### src/rtl/bist_response_analyzer.sv
// BIST output-response analyzer: compresses PATTERNS CUT responses into a
// Galois MISR and flags a fault when the final signature differs from GOLDEN.
module bist_response_analyzer #(
    parameter int                 WIDTH    = 4,
    parameter int                 PATTERNS = 15,
    parameter logic [WIDTH-1:0]   POLY     = 4'h3,
    parameter logic [WIDTH-1:0]   SEED     = 4'h0,
    parameter logic [WIDTH-1:0]   GOLDEN   = 4'h0,
    localparam int                CNT_W    = $clog2(PATTERNS + 1)
) (
    input  logic             clk,
    input  logic             rst,
    input  logic             start,
    input  logic             resp_valid,
    input  logic [WIDTH-1:0] resp,
    output logic             busy,
    output logic             done,
    output logic             fault_detected,
    output logic [WIDTH-1:0] signature,
    output logic [CNT_W-1:0] resp_count
);

    typedef enum logic [1:0] {
        IDLE     = 2'd0,
        COMPRESS = 2'd1,
        COMPARE  = 2'd2,
        DONE     = 2'd3
    } state_t;

    localparam logic [CNT_W-1:0] LAST_CNT = CNT_W'(PATTERNS - 1);

    state_t           state, state_nxt;
    logic [WIDTH-1:0] misr_q;
    logic [CNT_W-1:0] count_q;
    logic             done_q;
    logic             fault_q;
    logic             run_start;
    logic             accept;

    // One Galois shift (multiply by x modulo the feedback polynomial) folded with the response word.
    function automatic logic [WIDTH-1:0] misr_step(input logic [WIDTH-1:0] cur,
                                                   input logic [WIDTH-1:0] din);
        misr_step = {cur[WIDTH-2:0], 1'b0} ^ (cur[WIDTH-1] ? POLY : '0) ^ din;
    endfunction

    always_ff @(posedge clk or posedge rst) begin
        if (rst) begin
            state <= IDLE;
        end else begin
            state <= state_nxt;
        end
    end

    always_comb begin
        state_nxt = state;
        run_start = 1'b0;
        accept    = 1'b0;
        unique case (state)
            IDLE, DONE: begin
                if (start) begin
                    run_start = 1'b1;
                    state_nxt = COMPRESS;
                end
            end
            COMPRESS: begin
                if (resp_valid) begin
                    accept = 1'b1;
                    if (count_q == LAST_CNT) state_nxt = COMPARE;
                end
            end
            COMPARE: state_nxt = DONE;
            default: state_nxt = IDLE;
        endcase
    end

    always_ff @(posedge clk or posedge rst) begin
        if (rst) begin
            misr_q  <= SEED;
            count_q <= '0;
            done_q  <= 1'b0;
            fault_q <= 1'b0;
        end else if (run_start) begin
            misr_q  <= SEED;
            count_q <= '0;
            done_q  <= 1'b0;
            fault_q <= 1'b0;
        end else if (accept) begin
            misr_q  <= misr_step(misr_q, resp);
            count_q <= count_q + CNT_W'(1);
        end else if (state == COMPARE) begin
            fault_q <= (misr_q != GOLDEN);
            done_q  <= 1'b1;
        end
    end

    assign busy           = (state == COMPRESS) || (state == COMPARE);
    assign done           = done_q;
    assign fault_detected = fault_q;
    assign signature      = misr_q;
    assign resp_count     = count_q;

endmodule
### config.mk
export PLATFORM = sky130hd
export DESIGN_NAME = bist_response_analyzer
export DESIGN_NICKNAME = d
export VERILOG_FILES = /design/src/rtl/bist_response_analyzer.sv
export SDC_FILE = /design/constraint.sdc
export NUM_CORES = 1
export LEC_CHECK = 0
export ABC_AREA = 1
export CAP_MARGIN = 20
export CORE_UTILIZATION = 35
export CTS_CLUSTER_DIAMETER = 50
export DETAILED_ROUTE_END_ITERATION = 8
export HOLD_SLACK_MARGIN = 0.08
export PLACE_DENSITY = 0.66
export SLEW_MARGIN = 15
export SYNTH_ARGS = -nofsm -noshare
export SYNTH_HDL_FRONTEND = slang
export SYNTH_SLANG_ARGS = --single-unit
### constraint.sdc
create_clock -name clk -period 1.5 [get_ports clk]
set_clock_uncertainty 0.1 [all_clocks]
set_input_delay 0.225 -clock clk [delete_from_list [all_inputs] [get_ports clk]]
set_output_delay 0.225 -clock clk [all_outputs]
set_load 0.01 [all_outputs]
# After elaboration in Yosys (flattened, before gate mapping)
# Index checks and enable logic that the tools add are counted.
dict set report op_classes {
  add_sub_neg 1
  n_bitwise 2
  n_mux 19
  reduce_logical 8
  eq_ne 8
}
# cell n
set op_table {}
lappend op_table {{$mux W4} 4}
lappend op_table {{$mux W1} 10}
lappend op_table {{$mux W2} 4}
lappend op_table {{$ne A2 B2 Y1 const B} 4}
lappend op_table {{$pmux W2 S3} 1}
lappend op_table {{$add A4 B1 Y4 const B} 1}
lappend op_table {{$eq A2 B2 Y1 const B} 2}
lappend op_table {{$eq A4 B4 Y1 const B} 1}
lappend op_table {{$reduce_bool A2 Y1} 2}
lappend op_table {{$reduce_bool A4 Y1} 1}
lappend op_table {{$xor A4 B2 Y4} 1}
lappend op_table {{$xor A4 B4 Y4} 1}
lappend op_table {{$reduce_and A3 Y1} 1}
lappend op_table {{$eq A2 B1 Y1 const B} 1}
lappend op_table {{$logic_not A2 Y1} 1}
lappend op_table {{$reduce_and A2 Y1} 1}
lappend op_table {{$reduce_or A2 Y1} 1}
lappend op_table {{$logic_or A1 B1 Y1} 1}
dict set report word_totals {
  wordCells 43
  output_inout_bits 11
  reg_bits 12
}

# Longest topological paths before layout
# Gate-level depths: netlist of run 1.
dict set report logic_depth {
  depth_word 5
  depth_mapped 7
}

# Worst setup path after synthesis of run 1
# OpenSTA, ideal clock, no wires.
dict set report synth_path {
  path_kind {reg-to-reg}
  startpoint {reg state[0]}
  endpoint {reg misr_q[1], in the netlist signature[1]}
  path_buffers 0
  stages_incl_launch_ff 8
  path_slack_ps 202
  synth_period_minus_slack_ps 1298
  t_arrival_ps 1134
  t_required_ps 1335
  cell_sequence {dfrtp_1 > inv_1 > ha_1 > nand2_2 > nand3_2 > inv_1 > nand3_1 > nand2_1}
}
dict set report synth_via {
  elab_chain_cells 4
}
# item line_no
set synth_rtl {}
lappend synth_rtl {{from (decl)} 32} ;# state_t state, state_nxt;
lappend synth_rtl {{from (signal assigned)} 50} ;# state <= state_nxt;
lappend synth_rtl {{$eq A2 B2 Y1 or $logic_not A2 Y1 (tied branches)} 58} ;# unique case (state)
lappend synth_rtl {{$reduce_or A2 Y1} 58}
lappend synth_rtl {{$mux W1} 58}
lappend synth_rtl {{$mux W4 or $reduce_bool A2 Y1 (tied branches)} --}
lappend synth_rtl {{to (signal assigned)} 88} ;# misr_q <= misr_step(misr_q, resp);
lappend synth_rtl {{to (decl)} 33} ;# logic [WIDTH-1:0] misr_q;
# Several ways; a longest one is shown, not always the timed one.
# A chain may end at the register's enable or synchronous reset.

# Worst setup path in the final report of run 1
dict set report layout_path {
  startpoint {reg state[1]}
  endpoint {out busy}
}
dict set report layout_via {
  elab_chain_cells 2
}
# item line_no
set layout_rtl {}
lappend layout_rtl {{$eq A2 B1 Y1 or $eq A2 B2 Y1 (tied branches)} 96} ;# assign busy = (state == COMPRESS) || (state == COMPARE);
lappend layout_rtl {{$logic_or A1 B1 Y1 (*)} 96}
lappend layout_rtl {{to (decl)} 16} ;# output logic busy,
# Every way passes the cells marked *; elsewhere a longest branch is shown, timed or not.

==> impl_metrics.toml, run 1 <==
[detailed_routing]
drt-total-wl_um = 1320
via_per_inst = 4.54
dr.pass1.iters = 4
vias = 604
wl_per_cell_um = 9.92
drtIter0Drc = 11
drc = 0
detail-route-antenna-nets = 0

[clock_tree]
cts_sinks = 12
root_buffer = "clkbuf_4"
clkLatencyLatePin_ns = 0.27
htreeDepth = 1
cts_tree = "done"
cts_buffer_depth = 2
clkTransAtPathRegs_ns = 0.07
cts_inserted_buffers = 3

[logic_synthesis]
synth.most_common_cell = "nand2_1"
ys_warn_count = 0
synth_edf_count = 0
synthTopCellsByCount = "nand2_1 (23), dfrtp_1 (12), inv_1 (12), nand3_1 (10), ha_1 (4)"
ys_types = 16
synthCells = 80
synth_area_leaders = "dfrtp_1 (46%), nand2_1 (13%), ha_1 (7.7%)"
synth_nets = 92
synthArstFlopShare_pct = 100
synthesis.area_sq_um = 651
ys_seq_area_share_pct = 46.2
syn_avg_cell_area_sq_um = 8.13
synth_top_cell_area_share_pct = 46.2
synth_area_leader_cell = "dfrtp_1"
synthFlopType = "dfrtp_1"
yosys_register_bits = 12

[setup_path]
cp_max_fo = 3
worstPathCellList = "ha_4 -> inv_2 -> buf_2"
critPathMaxStageDelay_ns = 0.40
cp-end-kind = "output port"
start_kind = "register"
crit_slowest_cell = "dfrtp_1"
path_class = "register to output port"
critPathArrivalTime_ns = 1.11
cp_data_required_time_ns = 1.17

[placement]
dpl.hpwl_um = 975
gp_congestion = 0.826
dp_cells = 126
portBuffers = 18

[sta]
final_max_slew_viol_count = 0
finalHoldViolCount = 0
slew_headroom_pct = 69.9
grt_setup_unrepaired = "true"
setup_tns_ns = 0
setup_viol = 0
fin_crit_sh_pct = 95.8
tightest_slew_ns = 0.452
max_freq_mhz = 696
period_needed_ns = 1.44

[final_layout]
fin_util_pct = 56.0
areaGrowthSynthToFinish_pct = 48.7
drive_gt1_share_pct = 19.4
fillers = 179
fin_cells = 133
layout.nets = 122
antenna_cells = 0

[flow_run]
drv_cap = 0

[run_status]
status = "finished, final reports clean"

[min_path]
hold_class = "primary input to async pin"

[global_route]
grt-ovfl-total = 0
grt_start_max_net_pins = 13
antenna_found_initial = 0
grt_pass1_vias = 552
grt_pass1_wl_um = 2260
grt_usage_pct = 16.1

[power_and_ir_drop]
peakVddDrop_v = 0.00107
leakage_nw = 0.593
powerDensity_nw_per_um2 = 1920

[floorplan]
num_io_pins = 19
die_w_um = 45.1
die-height_um = 45.1
rows = 15
dieArea_sq_um = 2040
start_util_pct = 37.7
core_area_sq_um = 1730
## power by group
group	switching [W]	total, W	internal (W)
registers	0.0000860	0.000538	0.000452
logic	0.000590	0.00113	0.000542
clock network	0.0000963	0.000189	0.0000927
## placed cells by master, fill, tap and decap left out, types with 4 or more instances in the layout
| cell type | netlist | final |
|---|---|---|
| buf_4 | 0 | 7 |
| clkdlybuf4s50_1 | 0 | 7 |
| dfrtp_1 | 12 | 12 |
| dlygate4sd2_1 | 0 | 4 |
| dlymetal6s2s_1 | 0 | 6 |
| inv_1 | 12 | 10 |
| nand2_1 | 23 | 23 |
| nand3_1 | 10 | 10 |
## kinds of logic (layout without fill, tap and decap cells)
logic type	count (synthesis)	after routing	synth area share, %
and+or+nand+nor	41	41	28.3
buffers and inverters	13	41	7.50
DFF	12	12	46.2
AOI/OAI and AO/OA	6	6	5.00
adders and majority gates	4	4	7.69
xor gates and xnor gates	4	4	5.39
## per-stage QoR
| stage | area (sq um) | power [W] | hold slack (ns) | setup WS, ns |
|---|---|---|---|---|
| 6_report | 967 | 0.00186 | 0.151 | 0.0628 |
| 5_1_grt | 967 | 0.00206 | 0.190 | -0.0148 |
| 3_5_place_dp | 885 | 0.00160 | 0.391 | -0.128 |
| 3_3_place_gp | 885 | 0.00158 | 0.395 | -0.114 |
| 4_1_cts | 946 | 0.00187 | 0.168 | -0.0415 |
| 2_1_floorplan | 651 | 0.00115 | -0.0103 | 0.202 |
## per-layer routing
| layer | GRT usage [%] | vias up | share of wire, % |
|---|---|---|---|
| met5 | 0 | - | 0 |
| met4 | 5.45 | 0 | 1.1 |
| met3 | 7.20 | 2 | 4.8 |
| met2 | 25.2 | 13 | 48 |
| met1 | 19.7 | 279 | 46 |
| li1 | - | 310 | - |
## worst paths after layout
check / start / endpoint / slack [ns] / cells after the start
min in group clk: done / done / 0.40 / 2
max in group asynchronous: rst / signature[2] / 0.83 / 2
setup reg to reg: state[1] / signature[2] / 0.12 / 8
hold reg to reg: done / done / 0.40 / 2
hold / removal: rst / signature[3] / 0.15 / 2
setup / recovery: state[1] / busy / 0.06 / 3
## flip-flops by register name (all words and copies together) (netlist names)
register and count:
done 1, fault_detected 1, resp_count 4, signature 4, state 2
## area by class of cell
type | instances | area, sq um | area share, %
clock buffer | 3 | 22.5 | 2.33
inverter | 13 | 48.8 | 5.05
multi-input combinational | 55 | 327 | 33.8
sequential | 12 | 300 | 31.0
tap | 25 | 31.3 | 3.23
timing repair buffer | 25 | 238 | 24.6
## timing repair
action	CTS	global route
resized for setup	9	10
hold buffers	0	0
setup buffers	4	0
setup endpoints to repair	9	13
pin swaps	0	0
## worst max-delay path: cells and delay by family (launching register included)
| kind | cells | cell delay [ns] |
|---|---|---|
| adder cells (fa/ha/maj) | 1 | 0.29 |
| flip-flops | 1 | 0.40 |
| buffers and inverters | 2 | 0.15 |
Power figures use the tool's default switching activity.
==> run 2: changes to the inputs <==
--- a/config.mk
+++ b/config.mk
@@ -10,6 +10,7 @@
 export CORE_UTILIZATION = 35
 export CTS_CLUSTER_DIAMETER = 50
 export DETAILED_ROUTE_END_ITERATION = 8
+export GPL_TIMING_DRIVEN = 0
 export HOLD_SLACK_MARGIN = 0.08
 export PLACE_DENSITY = 0.66
 export SLEW_MARGIN = 15
==> impl_metrics.toml, run 2 (synthesis results as in run 1) <==
[run_status]
status = "finished, final reports clean"

[final_layout]
layout.nets = 120
area.sequential_sq_um = 300
drive_gt1_share_pct = 18.9
layout_commonest_cell = "nand2_1"
antenna_cells = 0
areaGrowthSynthToFinish_pct = 48.3
fin_cells = 131
multi_input_area_sq_um = 338
fillers = 169
layout_common_cells = "nand2_1 (23), dfrtp_1 (12), nand3_1 (10), inv_1 (10), clkdlybuf4s50_1 (7)"

[sta]
timing.hold.ws_ns = 0.152
tightest_slew_ns = 0.452
finalHoldViolCount = 0
worst_slack_ns = 0.0560
grt_setup_unrepaired = "true"
setup_viol = 0
slew_headroom_pct = 69.8
fin_crit_sh_pct = 96.3
setup_tns_ns = 0
period_needed_ns = 1.44
max_freq_mhz = 693
final_max_slew_viol_count = 0

[global_route]
antenna_found_initial = 0
grt_start_max_net_pins = 13
grt-ovfl-total = 0
grt_usage_pct = 16.0
grt_pass1_vias = 532
grt_pass1_wl_um = 2250

[min_path]
hold_class = "primary input to async pin"

[clock_tree]
cts_tree = "done"
cts_sinks = 12
htreeDepth = 1
root_buffer = "clkbuf_4"
cts_buffer_depth = 2
clkLatencyLatePin_ns = 0.27
cts_inserted_buffers = 3
clkTransAtPathRegs_ns = 0.07

[setup_path]
path_class = "register to output port"
start_kind = "register"
critPathArrivalTime_ns = 1.12
cp-end-kind = "output port"
cp_max_fo = 3
cp_data_required_time_ns = 1.17

[flow_run]
drv_cap = 0

[power_and_ir_drop]
power_w = 0.00191
powerDensity_nw_per_um2 = 1980
peakVddDrop_v = 0.000856
leakage_nw = 0.569

[placement]
dp_cells = 123
portBuffers = 18
gp_congestion = 0.793
post-place-ws_ns = -0.178
dpl.hpwl_um = 954

[floorplan]
num_io_pins = 19
die-height_um = 45.1
rows = 15
dieArea_sq_um = 2040
die_w_um = 45.1
start_util_pct = 37.7
core_area_sq_um = 1730

[detailed_routing]
drt-total-wl_um = 1310
drtIter0Drc = 15
dr_wl_met3_um = 66
drc = 0
topRoutingLayerUsed = "met4"
via_per_inst = 4.60
met2_length_um = 615
dr.pass1.iters = 4
wl_per_cell_um = 9.96
vias = 602
detail-route-antenna-nets = 0
wl_met1_um = 604
==> run 2: cell types whose count changed in the layout (fill, tap and decap cells not counted), sizes merged <==
cell,before,now
dlymetal6s2s,6,4
buf,8,6
dlygate4sd2,4,6
==> run 2: repair_timing <==
action,CTS,global route
cloned,0,0
pin swaps,0,2
setup buffers,4,1
resized for setup,10,14
endpoints found under the setup margin,10,7
hold buffers,0,0
==> run 2: critical path, cell delays in order, from the launching register on <==
cell and delay (ns):
dfrtp_1 0.42, ha_4 0.30, inv_4 0.03, buf_6 0.11
==> run 2: worst paths after layout <==
path                                     start        endpoint  slack, ns  depth (start not counted)
min in group clk                fault_detected  fault_detected       0.42                          2
worst max register to register        state[1]    signature[1]       0.07                          7
worst min register to register  fault_detected  fault_detected       0.42                          2
max in group asynchronous                  rst        state[1]       0.83                          2
worst max-delay path                  state[1]            busy       0.06                          3
worst min-delay path                       rst    signature[0]       0.15                          2
==> run 2: through the flow <==
stage / area, sq um / utilization, %
final: 965 / 55.9
after detailed placement: 862 / 49.9
after CTS: 921 / 53.3
after floorplan: 651 / -
after global routing: 965 / 55.9
after global placement: 862 / 49.9
==> run 2: power by group <==
part / leakage, nW / internal, W / switching, W
combinational: 0.399 / 0.000558 / 0.000617
clock: 0.0138 / 0.0000926 / 0.0000934
sequential: 0.156 / 0.000452 / 0.0000966
==> run 2: area by class of cell <==
cell class              count  share of cell area, %
clock buffers               3                   2.33
inverters                  13                   5.32
well taps                  25                   3.24
repair buffers             23                   23.0
multi-input cells          55                   35.0
flip-flops and latches     12                   31.1
==> run 2: metal layers <==
layer,GRT usage (%),up-vias
li1,-,307
met1,19.7,277
met2,23.8,16
met3,7.20,2
met4,7.27,0
met5,0,-
==> run 3: changes to the inputs <==
==> constraint.sdc (replaced) <==
create_clock -name clk -period 1.8 [get_ports clk]
set_clock_uncertainty 0.1 [all_clocks]
set_input_delay 0.27 -clock clk [delete_from_list [all_inputs] [get_ports clk]]
set_output_delay 0.27 -clock clk [all_outputs]
set_load 0.01 [all_outputs]
==> impl_metrics.toml, run 3 (synthesis results as in run 1) <==
[setup_path]
worstPathCellList = "clkdlybuf4s50_1"
critPathMaxStageDelay_ns = 0.57
critPathArrivalTime_ns = 1.26
start_kind = "register"
cp_top_family = "buffers and inverters"
ff2ff_path_depth = 7
cp_max_fo = 5
crit_slowest_cell = "clkdlybuf4s50_1"
path_class = "register to output port"
worstSetupPathDepth = 1
cp_data_required_time_ns = 1.43
path_buf_inv = 1
cp-end-kind = "output port"

[final_layout]
drive_gt1_share_pct = 9.90
areaGrowthSynthToFinish_pct = 35.2
antenna_cells = 0
layout_commonest_cell = "nand2_1"
fin_area_sq_um = 880
layout_common_cells = "nand2_1 (23), clkdlybuf4s50_1 (17), inv_1 (12), dfrtp_1 (12), nand3_1 (10)"
layout.nets = 115

[sta]
setup_tns_ns = 0
max_freq_mhz = 612
grt_setup_unrepaired = "false"
slew_headroom_pct = 69.7
setup_viol = 0
finalHoldViolCount = 0
final_max_slew_viol_count = 0
period_needed_ns = 1.63
tightest_slew_ns = 0.454
fin_crit_sh_pct = 90.8

[global_route]
grt_pass1_vias = 498
grt_pass1_wl_um = 2090
grt_start_max_net_pins = 13
grt_usage_pct = 15.0
antenna_found_initial = 0
grt-ovfl-total = 0

[placement]
portBuffers = 18
dpl.hpwl_um = 954
gp_congestion = 0.793
place_area_sq_um = 862

[clock_tree]
cts_sinks = 12
clkTransAtPathRegs_ns = 0.07
htreeDepth = 1
clkLatencyLatePin_ns = 0.27
cts_setup_buffers = 0
cts_inserted_buffers = 3
root_buffer = "clkbuf_4"
cts_buffer_depth = 2
cts_tree = "done"

[floorplan]
rows = 15
start_util_pct = 37.7
dieArea_sq_um = 2040
core_area_sq_um = 1730
num_io_pins = 19
die_w_um = 45.1
die-height_um = 45.1

[min_path]
hold_class = "primary input to async pin"

[power_and_ir_drop]
leakage_nw = 0.450
peakVddDrop_v = 0.000650
powerDensity_nw_per_um2 = 1590
switching_share_pct = 42.1
p_clk_share_pct = 10.9
pwr-share-seq_pct = 34.4
power.internal_w = 0.000809
p_sw_w = 0.000588
comb_power_share_pct = 54.7

[detailed_routing]
vias = 564
wl_per_cell_um = 9.45
drtIter0Drc = 17
detail-route-antenna-nets = 0
drc = 0
via_per_inst = 4.48
dr.pass1.iters = 4
drt-total-wl_um = 1190

[run_status]
status = "finished, final reports clean"

[flow_run]
drv_cap = 0
[run 3: worst register-to-register path, delay by kind of cell (launching register included)]
family | cells | cell delay [ns]
and+or+nand+nor | 4 | 0.46
buffers and inverters | 2 | 0.14
adders and majority gates | 1 | 0.33
DFF | 1 | 0.37
[run 3: power by group through the flow]
stage / logic, W / clock network (W) / registers [W]
after floorplan: 0.000446 / 0 / 0.000510
after global placement: 0.000778 / 0 / 0.000482
after detailed placement: 0.000789 / 0 / 0.000486
after CTS: 0.000776 / 0.000164 / 0.000481
after global routing: 0.000873 / 0.000181 / 0.000500
final: 0.000764 / 0.000153 / 0.000480
[run 3: layout make-up]
| type | instances | area, sq um |
|---|---|---|
| clock buffer | 3 | 22.5 |
| fill | 176 | 847 |
| inverter | 13 | 48.8 |
| multi-input combinational | 55 | 302 |
| sequential | 12 | 300 |
| tap | 25 | 31.3 |
| timing repair buffer | 18 | 175 |
[run 3: per-layer routing]
metal / track usage (%) / wire (um)
met5: 0 / 0
met4: 7.27 / 28
met3: 7.20 / 63
met2: 21.4 / 525
met1: 18.7 / 574
[run 3: timing repair]
action / 4_1_cts / 5_1_grt
cloned: 0 / 0
endpoints found under the hold margin: 0 / 0
hold buffers: 0 / 0
setup endpoints to repair: 1 / 1
resized for setup: 1 / 2
[run 3: per-stage QoR]
step	instances	total power, W	hold slack, ns	setup WS (ns)	utilization [%]
6_report	126	0.00140	0.202	0.165	50.9
5_1_grt	126	0.00155	0.254	0.0916	50.9
2_1_floorplan	80	0.000956	0.0347	0.502	-
3_5_place_dp	123	0.00127	0.396	0.0773	49.9
4_1_cts	126	0.00142	0.207	0.0511	51.2
3_3_place_gp	123	0.00126	0.390	0.0993	49.9
[run 3: path summary, 6_finish.rpt]
check / endpoint / slack [ns] / startpoint
max in group asynchronous: state[1] / 1.08 / rst
setup / recovery: resp_count[2] / 0.17 / resp_count[2]
min in group clk: state[1] / 0.41 / state[1]
hold / removal: signature[0] / 0.20 / rst
hold reg to reg: state[1] / 0.41 / state[1]
setup reg to reg: signature[1] / 0.34 / state[0]
